## src/rtl/mult_accum_pkg.sv

```systemverilog
// ============================================================================
// Module   : mult_accum_pkg
// Purpose  : Shared types, default widths and the count-width helper for the
//            product accumulator.
// Revision : 1.0
// ============================================================================
`default_nettype none

package mult_accum_pkg;

    localparam int PROD_W_DEF = 8;
    localparam int ACC_W_DEF  = 16;

    typedef enum logic [1:0] {
        ST_IDLE = 2'd0,
        ST_ACC  = 2'd1,
        ST_DONE = 2'd2
    } state_t;

    // Enough bits to hold the value NUM_TERMS itself.
    function automatic int cnt_w(input int num_terms);
        return $clog2(num_terms + 1);
    endfunction

endpackage

`default_nettype wire

```

## src/rtl/mult_prod_accum_if.sv

```systemverilog
// ============================================================================
// Module   : mult_prod_accum_if
// Purpose  : Product-in / sum-out valid-ready bundle for mult_prod_accum.
// Revision : 1.0
// ============================================================================
`default_nettype none

interface mult_prod_accum_if
    import mult_accum_pkg::*;
#(
    parameter int PROD_W    = PROD_W_DEF,
    parameter int ACC_W     = ACC_W_DEF,
    parameter int NUM_TERMS = 4
);
    localparam int CNT_W = cnt_w(NUM_TERMS);

    logic              in_valid;
    logic              in_ready;
    logic [PROD_W-1:0] in_prod;
    logic              in_last;
    logic              out_valid;
    logic              out_ready;
    logic [ACC_W-1:0]  out_sum;
    logic [CNT_W-1:0]  out_count;
    logic              out_ovf;

    modport master (
        output in_valid, in_prod, in_last, out_ready,
        input  in_ready, out_valid, out_sum, out_count, out_ovf
    );

    modport slave (
        input  in_valid, in_prod, in_last, out_ready,
        output in_ready, out_valid, out_sum, out_count, out_ovf
    );

endinterface

`default_nettype wire

```

## src/rtl/mult_accum_add.sv

```systemverilog
// ============================================================================
// Module   : mult_accum_add
// Purpose  : Zero-extending accumulate adder with carry-out. With
//            MULT_PROD_ACCUM_SAT_EN defined the sum clamps to all ones on carry.
// Revision : 1.0
// ============================================================================
`default_nettype none

module mult_accum_add #(
    parameter int PROD_W = 8,
    parameter int ACC_W  = 16
) (
    input  wire logic [ACC_W-1:0]  acc_in,
    input  wire logic [PROD_W-1:0] prod,
    output logic      [ACC_W-1:0]  sum,
    output logic                   carry
);

    logic [ACC_W:0] sum_full;

    assign sum_full = {1'b0, acc_in} + {{(ACC_W + 1 - PROD_W){1'b0}}, prod};
    assign carry    = sum_full[ACC_W];

`ifdef MULT_PROD_ACCUM_SAT_EN
    // Once clamped, any further non-zero term carries again, so the sum
    // stays pinned at all ones for the rest of the group.
    assign sum = carry ? {ACC_W{1'b1}} : sum_full[ACC_W-1:0];
`else
    assign sum = sum_full[ACC_W-1:0];
`endif

endmodule

`default_nettype wire

```

## src/rtl/mult_prod_accum.sv

```systemverilog
// ============================================================================
// Module   : mult_prod_accum
// Purpose  : Accumulates a stream of products into groups of up to NUM_TERMS
//            beats and presents each group sum on a registered output.
//            Optional saturation: MULT_PROD_ACCUM_SAT_EN.
// Revision : 1.0
// ============================================================================
`default_nettype none

module mult_prod_accum
    import mult_accum_pkg::*;
#(
    parameter int PROD_W    = PROD_W_DEF,
    parameter int ACC_W     = ACC_W_DEF,
    parameter int NUM_TERMS = 4
) (
    input  wire logic         clk,
    input  wire logic         rst_n,
    input  wire logic         clr,
    mult_prod_accum_if.slave  bus
);

    localparam int CNT_W = cnt_w(NUM_TERMS);

    state_t             state_q, state_d;
    logic [ACC_W-1:0]   acc_q, acc_d;
    logic [CNT_W-1:0]   cnt_q, cnt_d;
    logic               ovf_q, ovf_d;
    logic               out_valid_q, out_valid_d;
    logic [ACC_W-1:0]   out_sum_q, out_sum_d;
    logic [CNT_W-1:0]   out_count_q, out_count_d;
    logic               out_ovf_q, out_ovf_d;

    logic               in_ready;
    logic               beat;
    logic               first;
    logic               close;
    logic [ACC_W-1:0]   acc_operand;
    logic [ACC_W-1:0]   sum_next;
    logic               carry;
    logic [CNT_W-1:0]   cnt_next;
    logic               ovf_next;

    // in_ready depends on state only, never on out_ready.
    assign in_ready    = (state_q != ST_DONE);
    assign beat        = bus.in_valid & in_ready & ~clr;
    assign first       = (cnt_q == '0);
    assign acc_operand = first ? '0 : acc_q;
    assign cnt_next    = cnt_q + 1'b1;
    assign ovf_next    = (first ? 1'b0 : ovf_q) | carry;
    assign close       = beat & ((cnt_next == CNT_W'(NUM_TERMS)) | bus.in_last);

    mult_accum_add #(
        .PROD_W (PROD_W),
        .ACC_W  (ACC_W)
    ) u_add (
        .acc_in (acc_operand),
        .prod   (bus.in_prod),
        .sum    (sum_next),
        .carry  (carry)
    );

    always_comb begin
        state_d     = state_q;
        acc_d       = acc_q;
        cnt_d       = cnt_q;
        ovf_d       = ovf_q;
        out_valid_d = out_valid_q;
        out_sum_d   = out_sum_q;
        out_count_d = out_count_q;
        out_ovf_d   = out_ovf_q;

        if (clr) begin
            state_d     = ST_IDLE;
            acc_d       = '0;
            cnt_d       = '0;
            ovf_d       = 1'b0;
            out_valid_d = 1'b0;
        end else begin
            case (state_q)
                ST_IDLE, ST_ACC: begin
                    if (beat) begin
                        acc_d = sum_next;
                        cnt_d = cnt_next;
                        ovf_d = ovf_next;
                        if (close) begin
                            state_d     = ST_DONE;
                            out_valid_d = 1'b1;
                            out_sum_d   = sum_next;
                            out_count_d = cnt_next;
                            out_ovf_d   = ovf_next;
                        end else begin
                            state_d = ST_ACC;
                        end
                    end
                end
                ST_DONE: begin
                    if (bus.out_ready) begin
                        state_d     = ST_IDLE;
                        out_valid_d = 1'b0;
                        acc_d       = '0;
                        cnt_d       = '0;
                        ovf_d       = 1'b0;
                    end
                end
                default: begin
                    state_d     = ST_IDLE;
                    acc_d       = '0;
                    cnt_d       = '0;
                    ovf_d       = 1'b0;
                    out_valid_d = 1'b0;
                end
            endcase
        end
    end

    always_ff @(posedge clk) begin
        if (!rst_n) begin
            state_q     <= ST_IDLE;
            acc_q       <= '0;
            cnt_q       <= '0;
            ovf_q       <= 1'b0;
            out_valid_q <= 1'b0;
            out_sum_q   <= '0;
            out_count_q <= '0;
            out_ovf_q   <= 1'b0;
        end else begin
            state_q     <= state_d;
            acc_q       <= acc_d;
            cnt_q       <= cnt_d;
            ovf_q       <= ovf_d;
            out_valid_q <= out_valid_d;
            out_sum_q   <= out_sum_d;
            out_count_q <= out_count_d;
            out_ovf_q   <= out_ovf_d;
        end
    end

    assign bus.in_ready  = in_ready;
    assign bus.out_valid = out_valid_q;
    assign bus.out_sum   = out_sum_q;
    assign bus.out_count = out_count_q;
    assign bus.out_ovf   = out_ovf_q;

endmodule

`default_nettype wire

```

## src/flat_wrapper.sv

```systemverilog
// flat-port wrapper written by rule: the top's interface ports become plain ports
module mult_prod_accum_flat import mult_accum_pkg::*;
#(
    parameter int PROD_W    = PROD_W_DEF,
    parameter int ACC_W     = ACC_W_DEF,
    parameter int NUM_TERMS = 4
)
  (clk, rst_n, clr, bus_in_valid, bus_in_prod, bus_in_last, bus_out_ready, bus_in_ready, bus_out_valid, bus_out_sum, bus_out_count, bus_out_ovf);
  mult_prod_accum_if #(.PROD_W(PROD_W), .ACC_W(ACC_W), .NUM_TERMS(NUM_TERMS)) bus_i ();
  input  wire logic clk;
  input  wire logic rst_n;
  input  wire logic clr;
  input wire logic [$bits(bus_i.in_valid)-1:0] bus_in_valid;
  input wire logic [$bits(bus_i.in_prod)-1:0] bus_in_prod;
  input wire logic [$bits(bus_i.in_last)-1:0] bus_in_last;
  input wire logic [$bits(bus_i.out_ready)-1:0] bus_out_ready;
  output wire logic [$bits(bus_i.in_ready)-1:0] bus_in_ready;
  output wire logic [$bits(bus_i.out_valid)-1:0] bus_out_valid;
  output wire logic [$bits(bus_i.out_sum)-1:0] bus_out_sum;
  output wire logic [$bits(bus_i.out_count)-1:0] bus_out_count;
  output wire logic [$bits(bus_i.out_ovf)-1:0] bus_out_ovf;
  assign bus_i.in_valid = bus_in_valid;
  assign bus_i.in_prod = bus_in_prod;
  assign bus_i.in_last = bus_in_last;
  assign bus_i.out_ready = bus_out_ready;
  assign bus_in_ready = bus_i.in_ready;
  assign bus_out_valid = bus_i.out_valid;
  assign bus_out_sum = bus_i.out_sum;
  assign bus_out_count = bus_i.out_count;
  assign bus_out_ovf = bus_i.out_ovf;
  mult_prod_accum #(.PROD_W(PROD_W), .ACC_W(ACC_W), .NUM_TERMS(NUM_TERMS)) u_core (.clk(clk), .rst_n(rst_n), .clr(clr), .bus(bus_i));
endmodule
```

## config.mk

```make
export PLATFORM = sky130hd
export DESIGN_NAME = mult_prod_accum_flat
export DESIGN_NICKNAME = d
export VERILOG_FILES = /design/src/rtl/mult_accum_pkg.sv /design/src/rtl/mult_prod_accum_if.sv /design/src/rtl/mult_accum_add.sv /design/src/rtl/mult_prod_accum.sv /design/src/flat_wrapper.sv
export SDC_FILE = /design/constraint.sdc
export NUM_CORES = 1
export LEC_CHECK = 0
export ABC_AREA = 1
export ABC_CLOCK_PERIOD_IN_PS = 7300
export CAP_MARGIN = 0
export CORE_ASPECT_RATIO = 0.75
export CORE_UTILIZATION = 58
export DETAILED_ROUTE_END_ITERATION = 12
export GPL_TIMING_DRIVEN = 0
export PLACE_DENSITY = 0.89
export SLEW_MARGIN = 20
export SYNTH_ARGS = -nofsm -noshare
export SYNTH_HDL_FRONTEND = slang
export SYNTH_SLANG_ARGS = --single-unit
```

## constraint.sdc

```tcl
create_clock -name clk -period 7.3 [get_ports clk]
set_input_delay 1.825 -clock clk [delete_from_list [all_inputs] [get_ports clk]]
set_output_delay 1.825 -clock clk [all_outputs]
set_load 0.02 [all_outputs]
```

==> run summary, run 1 <==
share of layout cells above drive strength 1 - 7.77%
fin nets - 437
syn_nets - 395
clk_lat worst skew - 310 ps
Synth Cell Area - 0.00248 mm2
DR pass1 iterations - 5
# Post-CTS Setup Buffers - 0
dpl cells - 459
Fmax - 0.281 GHz
startpoint type of the worst setup path - primary input
Async SR Flop Fraction - 0%
reg2reg setup slack - 4400 ps
sequential-to-total area share from yosys stat - 34.7%
count of clock tree sinks - 43
fin. max-slew vios - 0
TritonCTS clock tree - built
Tcrit/Tclk final - 48.8%
final std cells w/o fill - 467
Fin. Hold Viols - 0
clock-pin slew on the worst setup and hold paths - 90 ps
synth-to-layout area growth - 21.5%
Pwr Total - 0.516 mW
Port Buffers - 35
HPWL after DPL - 4.23 mm
Crit Path Category - in2reg
Initial DRC Count - 176
RD Place Congestion - 0.959
Max-Cap Viols - 0
relative slew slack - 65.8%
commonest non-fill, non-tap cells in the layout - 99 x nand2_1, 47 x inv_1, 47 x nor2_1, 43 x dfxtp_1, 35 x clkdlybuf4s50_1
Total Neg Setup Slack - 0 ps
Final Critical Period - 3560 ps
Die Wd - 77.5 um
P_leak - 1.32 nW
Hold-fix buffers, CTS - 0
Die Area - 0.00455 mm2
Site Rows - 20
Worst Clk Skew - 4.53 ps
DR vias - 2436
gr usage total - 28.3%
global-route wire length before repair - 9.91 mm
ys flop type - dfxtp_1
r2r endpoint - u_core.acc_q[6]
I/O pin cnt - 36
Mapped Avg Cell Area - 6.72 um2
Worst-Margin Slew - 513 ps
Die H - 58.6 um
setup violators final - 0
CTS buffer count - 5
clock root buffer - clkbuf_8
H-tree depth - 2
worst vdd ir - 196 uV
min-delay worst type - reg2reg
Crit path required time - 7520 ps
R2R depth - 15
post-CTS sizing - 0
Synth cell types - 33
wire length per cell - 12.4 um
Vias/cell - 5.22
beginning of the critical path - bus_in_prod[0]
status - completed
Hold Path Origin - u_core.acc_q[5]
Filler cells - 337
final core occ - 73.9%
RSZ-0062 raised after global routing - false
residual DRC count - 0
most common cell after layout, fill and taps aside - nand2_1
largest buffer count on any clock path - 2
CP Data Arrival Time - 3780 ps
pwr dens - 171 mW/mm2
area of the multi-input gates - 0.00133 mm2
Mapped Cells - 369
Synth Register Bits - 43
Yosys Warn Count - 0
Initial Util - 60.8%
# diodes - 0
hold path depth - 2
Setup crit end kind - flip-flop
Antenna Nets Post-Route - 0
RR Startpoint - u_core.cnt_q[0]
largest net degree at the start of global routing - 16
gr ovfl total - 0
core area - 0.00408 mm2
drt total wl - 5.81 mm
Post-synth EDFFs - 0
Register Area - 861 um2
vias in the first global route - 2239
Critical Path Fanout Max - 3
initial antenna violation count - 0
Critical path destination - u_core.acc_q[6]
-- flip-flops by register name (all words and copies together) (netlist names) --
name,cells
u_core.bus.out_count,3
u_core.ovf_q,1
u_core.acc_q,16
u_core.bus.out_ovf,1
u_core.state_q,2
u_core.bus.out_sum,16
u_core.cnt_q,3
u_core.bus.out_valid,1
-- logic make-up after synthesis --
kind of cell,Yosys count,synth area share (%)
flip-flops,43,34.7
AND/OR/NAND/NOR,189,32.2
adder cells (fa/ha/maj),12,6.35
AO/OA/AOI/OAI,54,12.5
buffers and inverters,64,11.9
XOR/XNOR,7,2.47
-- Yosys cell counts, types with 2 or more instances --
cell type | count | area share, %
inv_2 | 4 | 0.60
nor2_1 | 47 | 7.1
buf_6 | 4 | 1.8
nand3b_1 | 2 | 0.60
clkbuf_1 | 4 | 0.60
a21oi_1 | 26 | 5.2
inv_1 | 47 | 7.1
nand4_1 | 2 | 0.50
nand3_1 | 27 | 5.4
nand2_2 | 3 | 0.76
xor2_1 | 4 | 1.4
o21a_1 | 9 | 2.7
nand2_1 | 99 | 15
nand3_2 | 2 | 0.81
o21ai_0 | 14 | 2.8
xnor2_1 | 3 | 1.1
ha_1 | 11 | 5.5
dfxtp_1 | 43 | 35
buf_2 | 3 | 0.60
nor2_2 | 2 | 0.50
-- through the flow --
step / setup WS, ps / hold WS (ps) / cell area [um2]
3_5_place_dp: 3440 / 456 / 2900
4_1_cts: 3770 / 469 / 3020
5_1_grt: 3630 / 490 / 3020
3_3_place_gp: 3470 / 451 / 2900
2_1_floorplan: 4080 / 443 / 2480
6_report: 3740 / 467 / 3020
-- worst min-delay path by stage --
stage | end | slack, ps
after floorplan | u_core.acc_q[0] | 440
after global placement | u_core.acc_q[2] | 450
after detailed placement | u_core.acc_q[5] | 460
after CTS | u_core.acc_q[5] | 470
after global routing | u_core.bus.out_valid | 490
final | u_core.acc_q[5] | 470
-- routing by layer --
layer	share of wire, %	vias up	track usage (%)
li1	-	1238	-
met1	45	1096	36.3
met2	46	87	44.8
met3	6.7	15	6.20
met4	2.5	0	15.6
met5	0	-	0
-- critical path, stage by stage --
cell and delay [ps]:
clkdlybuf4s50_1 400, ha_1 240, fa_1 410, nand2_1 90
nand3_1 100, nand3_1 90, nand2_1 100, xnor2_1 280
o22ai_1 100, and2_1 140
-- power by group --
group | switching, mW | total (mW) | internal (mW)
registers | 0.00384 | 0.246 | 0.242
clock network | 0.0938 | 0.197 | 0.103
logic | 0.0411 | 0.0731 | 0.0321
-- cell type report --
class	count	share of cell area [%]
plain buffers	13	3.40
clock buffers	5	2.28
clock inverters	3	1.54
inverters	51	6.35
multi-input cells	262	44.0
flip-flops and latches	43	28.5
well taps	55	2.28
repair buffers	35	11.6
(Power assumes the default switching activity.)
==> run 2, diff against run 1 <==
--- a/config.mk
+++ b/config.mk
@@ -6,13 +6,13 @@
 export NUM_CORES = 1
 export LEC_CHECK = 0
 export ABC_AREA = 1
-export ABC_CLOCK_PERIOD_IN_PS = 7300
+export ABC_CLOCK_PERIOD_IN_PS = 2900
 export CAP_MARGIN = 0
 export CORE_ASPECT_RATIO = 0.75
-export CORE_UTILIZATION = 58
+export CORE_UTILIZATION = 49
 export DETAILED_ROUTE_END_ITERATION = 12
 export GPL_TIMING_DRIVEN = 0
-export PLACE_DENSITY = 0.89
+export PLACE_DENSITY = 0.81
 export SLEW_MARGIN = 20
 export SYNTH_ARGS = -nofsm -noshare
 export SYNTH_HDL_FRONTEND = slang
==> constraint.sdc (replaced) <==
create_clock -name clk -period 2.9 [get_ports clk]
set_input_delay 0.725 -clock clk [delete_from_list [all_inputs] [get_ports clk]]
set_output_delay 0.725 -clock clk [all_outputs]
set_load 0.02 [all_outputs]
==> run summary, run 2 (same netlist as run 1, synthesis figures left out) <==
CP top delay family - simple AND/OR/NAND/NOR gates
I/O pin cnt - 36
residual DRC count - 2
min-delay worst type - reg2reg
core area - 0.00487 mm2
pwr dens - 429 mW/mm2
vias in the first global route - 2015
area of the multi-input gates - 0.00133 mm2
gr usage total - 22.0%
Hold-fix buffers, CTS - 0
drt total wl - 5.55 mm
reg2reg setup slack - 200 ps
CP Cell Sequence - inv_2 -> ha_1 -> inv_1 -> nor2_1 -> buf_4 -> buf_4 -> nor2_1 -> ha_1 -> nand2_1 -> inv_1 -> a21oi_1 -> nand2_1 -> or2_2 -> a21oi_1 -> nor2_1
Clock Power Share - 38.4%
share of layout cells above drive strength 1 - 8.70%
P_leak - 1.34 nW
Net Sw Power - 0.354 mW
DR vias - 2379
DR pass1 iterations - 9
beginning of the critical path - u_core.cnt_q[0]
r2r endpoint - u_core.bus.out_sum[7]
Critical path destination - u_core.bus.out_sum[7]
setup violators final - 0
Crit path required time - 3110 ps
TritonCTS clock tree - built
Worst-Margin Slew - 514 ps
Gate power share - 14.2%
fin nets - 439
Levels on crit path - 15
Filler cells - 456
clk_lat worst skew - 310 ps
R2R depth - 15
Fin. Hold Viols - 0
CTS buffer count - 5
dpl cells - 464
slowest cell on the critical path - dfxtp_1
H-tree depth - 2
Pwr Total - 1.31 mW
CP Data Arrival Time - 2910 ps
gr ovfl total - 0
startpoint type of the worst setup path - flip-flop
worst vdd ir - 269 uV
Critical Path Fanout Max - 5
commonest non-fill, non-tap cells in the layout - 99 x nand2_1, 47 x nor2_1, 46 x inv_1, 43 x dfxtp_1, 35 x clkdlybuf4s50_1
Initial Util - 50.9%
Initial DRC Count - 150
Die Area - 0.00536 mm2
post-route setup slack - 199 ps
internal power - 0.952 mW
wire length per cell - 11.7 um
status - finished, violations left
hold_ws - 468 ps
violated checks - design-rule violations
Antenna Nets Post-Route - 0
Port Buffers - 35
Crit Path Category - reg2reg
Buf/Inv on CP - 5
Vias/cell - 5.02
global-route wire length before repair - 9.14 mm
synth-to-layout area growth - 22.8%
relative slew slack - 65.7%
design area - 0.00305 mm2
Fmax - 0.370 GHz
Placed Area - 0.00291 mm2
Final Critical Period - 2700 ps
Tcrit/Tclk final - 93.1%
fin. max-slew vios - 0
count of clock tree sinks - 43
Worst Clk Skew - 2.44 ps
RD Place Congestion - 0.937
HPWL after DPL - 4.15 mm
clock root buffer - clkbuf_8
RR Startpoint - u_core.cnt_q[0]
largest net degree at the start of global routing - 16
Sw Ratio - 27.1%
Top cell by count, worst path - nor2_1
Die H - 63.6 um
Die Wd - 84.2 um
Max stage delay on crit path - 360 ps
Register Area - 861 um2
Site Rows - 22
Setup crit end kind - flip-flop
# diodes - 0
most common cell after layout, fill and taps aside - nand2_1
register share of total power - 47.4%
clock-pin slew on the worst setup and hold paths - 90 ps
largest buffer count on any clock path - 2
final std cells w/o fill - 474
Max-Cap Viols - 0
DP Worst Slack - 44.0 ps
initial antenna violation count - 0
==> run 2: repair_timing <==
action	CTS	global route
gates resized for setup	0	4
buffers inserted	0	2
setup endpoints to repair	0	12
==> run 2: stage by stage <==
stage               setup TNS, ps  utilization [%]
CTS                             0             62.0
detailed placement              0             59.7
global route                -6.79             62.5
finish                          0             62.5
global placement                0             59.7
floorplan                       0                -
==> run 2: final cells by class <==
class	instances	share of cell area, %
multi-input cells	262	43.8
flip-flops and latches	43	28.3
repair buffers	37	12.0
inverters	51	6.28
plain buffers	13	3.45
well taps	60	2.46
clock buffers	5	2.26
clock inverters	3	1.52
==> run 2: worst register-to-register path, stage by stage (launching register included) <==
cell     delay, ps
dfxtp_1        360
inv_2          110
ha_1           200
inv_1           50
nor2_1         190
buf_4          180
buf_4          140
nor2_1          50
ha_1           340
nand2_1        150
inv_1           60
a21oi_1        140
nand2_1        130
or2_2          320
a21oi_1        130
nor2_1          50
==> run 2: worst min path at each step <==
stage,start,end,slack (ps),cells after the start
2_1_floorplan,u_core.acc_q[0],u_core.acc_q[0],440,2
6_report,u_core.acc_q[1],u_core.acc_q[1],470,2
3_5_place_dp,u_core.bus.out_valid,u_core.bus.out_valid,450,2
4_1_cts,u_core.acc_q[1],u_core.acc_q[1],470,2
3_3_place_gp,u_core.acc_q[0],u_core.acc_q[0],450,2
5_1_grt,u_core.acc_q[1],u_core.acc_q[1],480,2
==> run 2: metal layers <==
metal / part of all wire [%] / vias up / routed length, um / GRT usage, %
met2: 45 / 57 / 2470 / 35.6
met3: 5.1 / 6 / 281 / 5.90
met4: 0.68 / 0 / 38 / 4.31
met5: 0 / - / 0 / 0
met1: 50 / 1073 / 2760 / 29.5
li1: - / 1243 / - / -
==> run 2: power by group through the flow <==
stage	registers (mW)	clock network, mW	logic (mW)
2_1_floorplan	0.649	0	0.0915
3_5_place_dp	0.632	0	0.182
4_1_cts	0.619	0.503	0.183
6_report	0.619	0.502	0.186
5_1_grt	0.621	0.533	0.204
3_3_place_gp	0.632	0	0.179
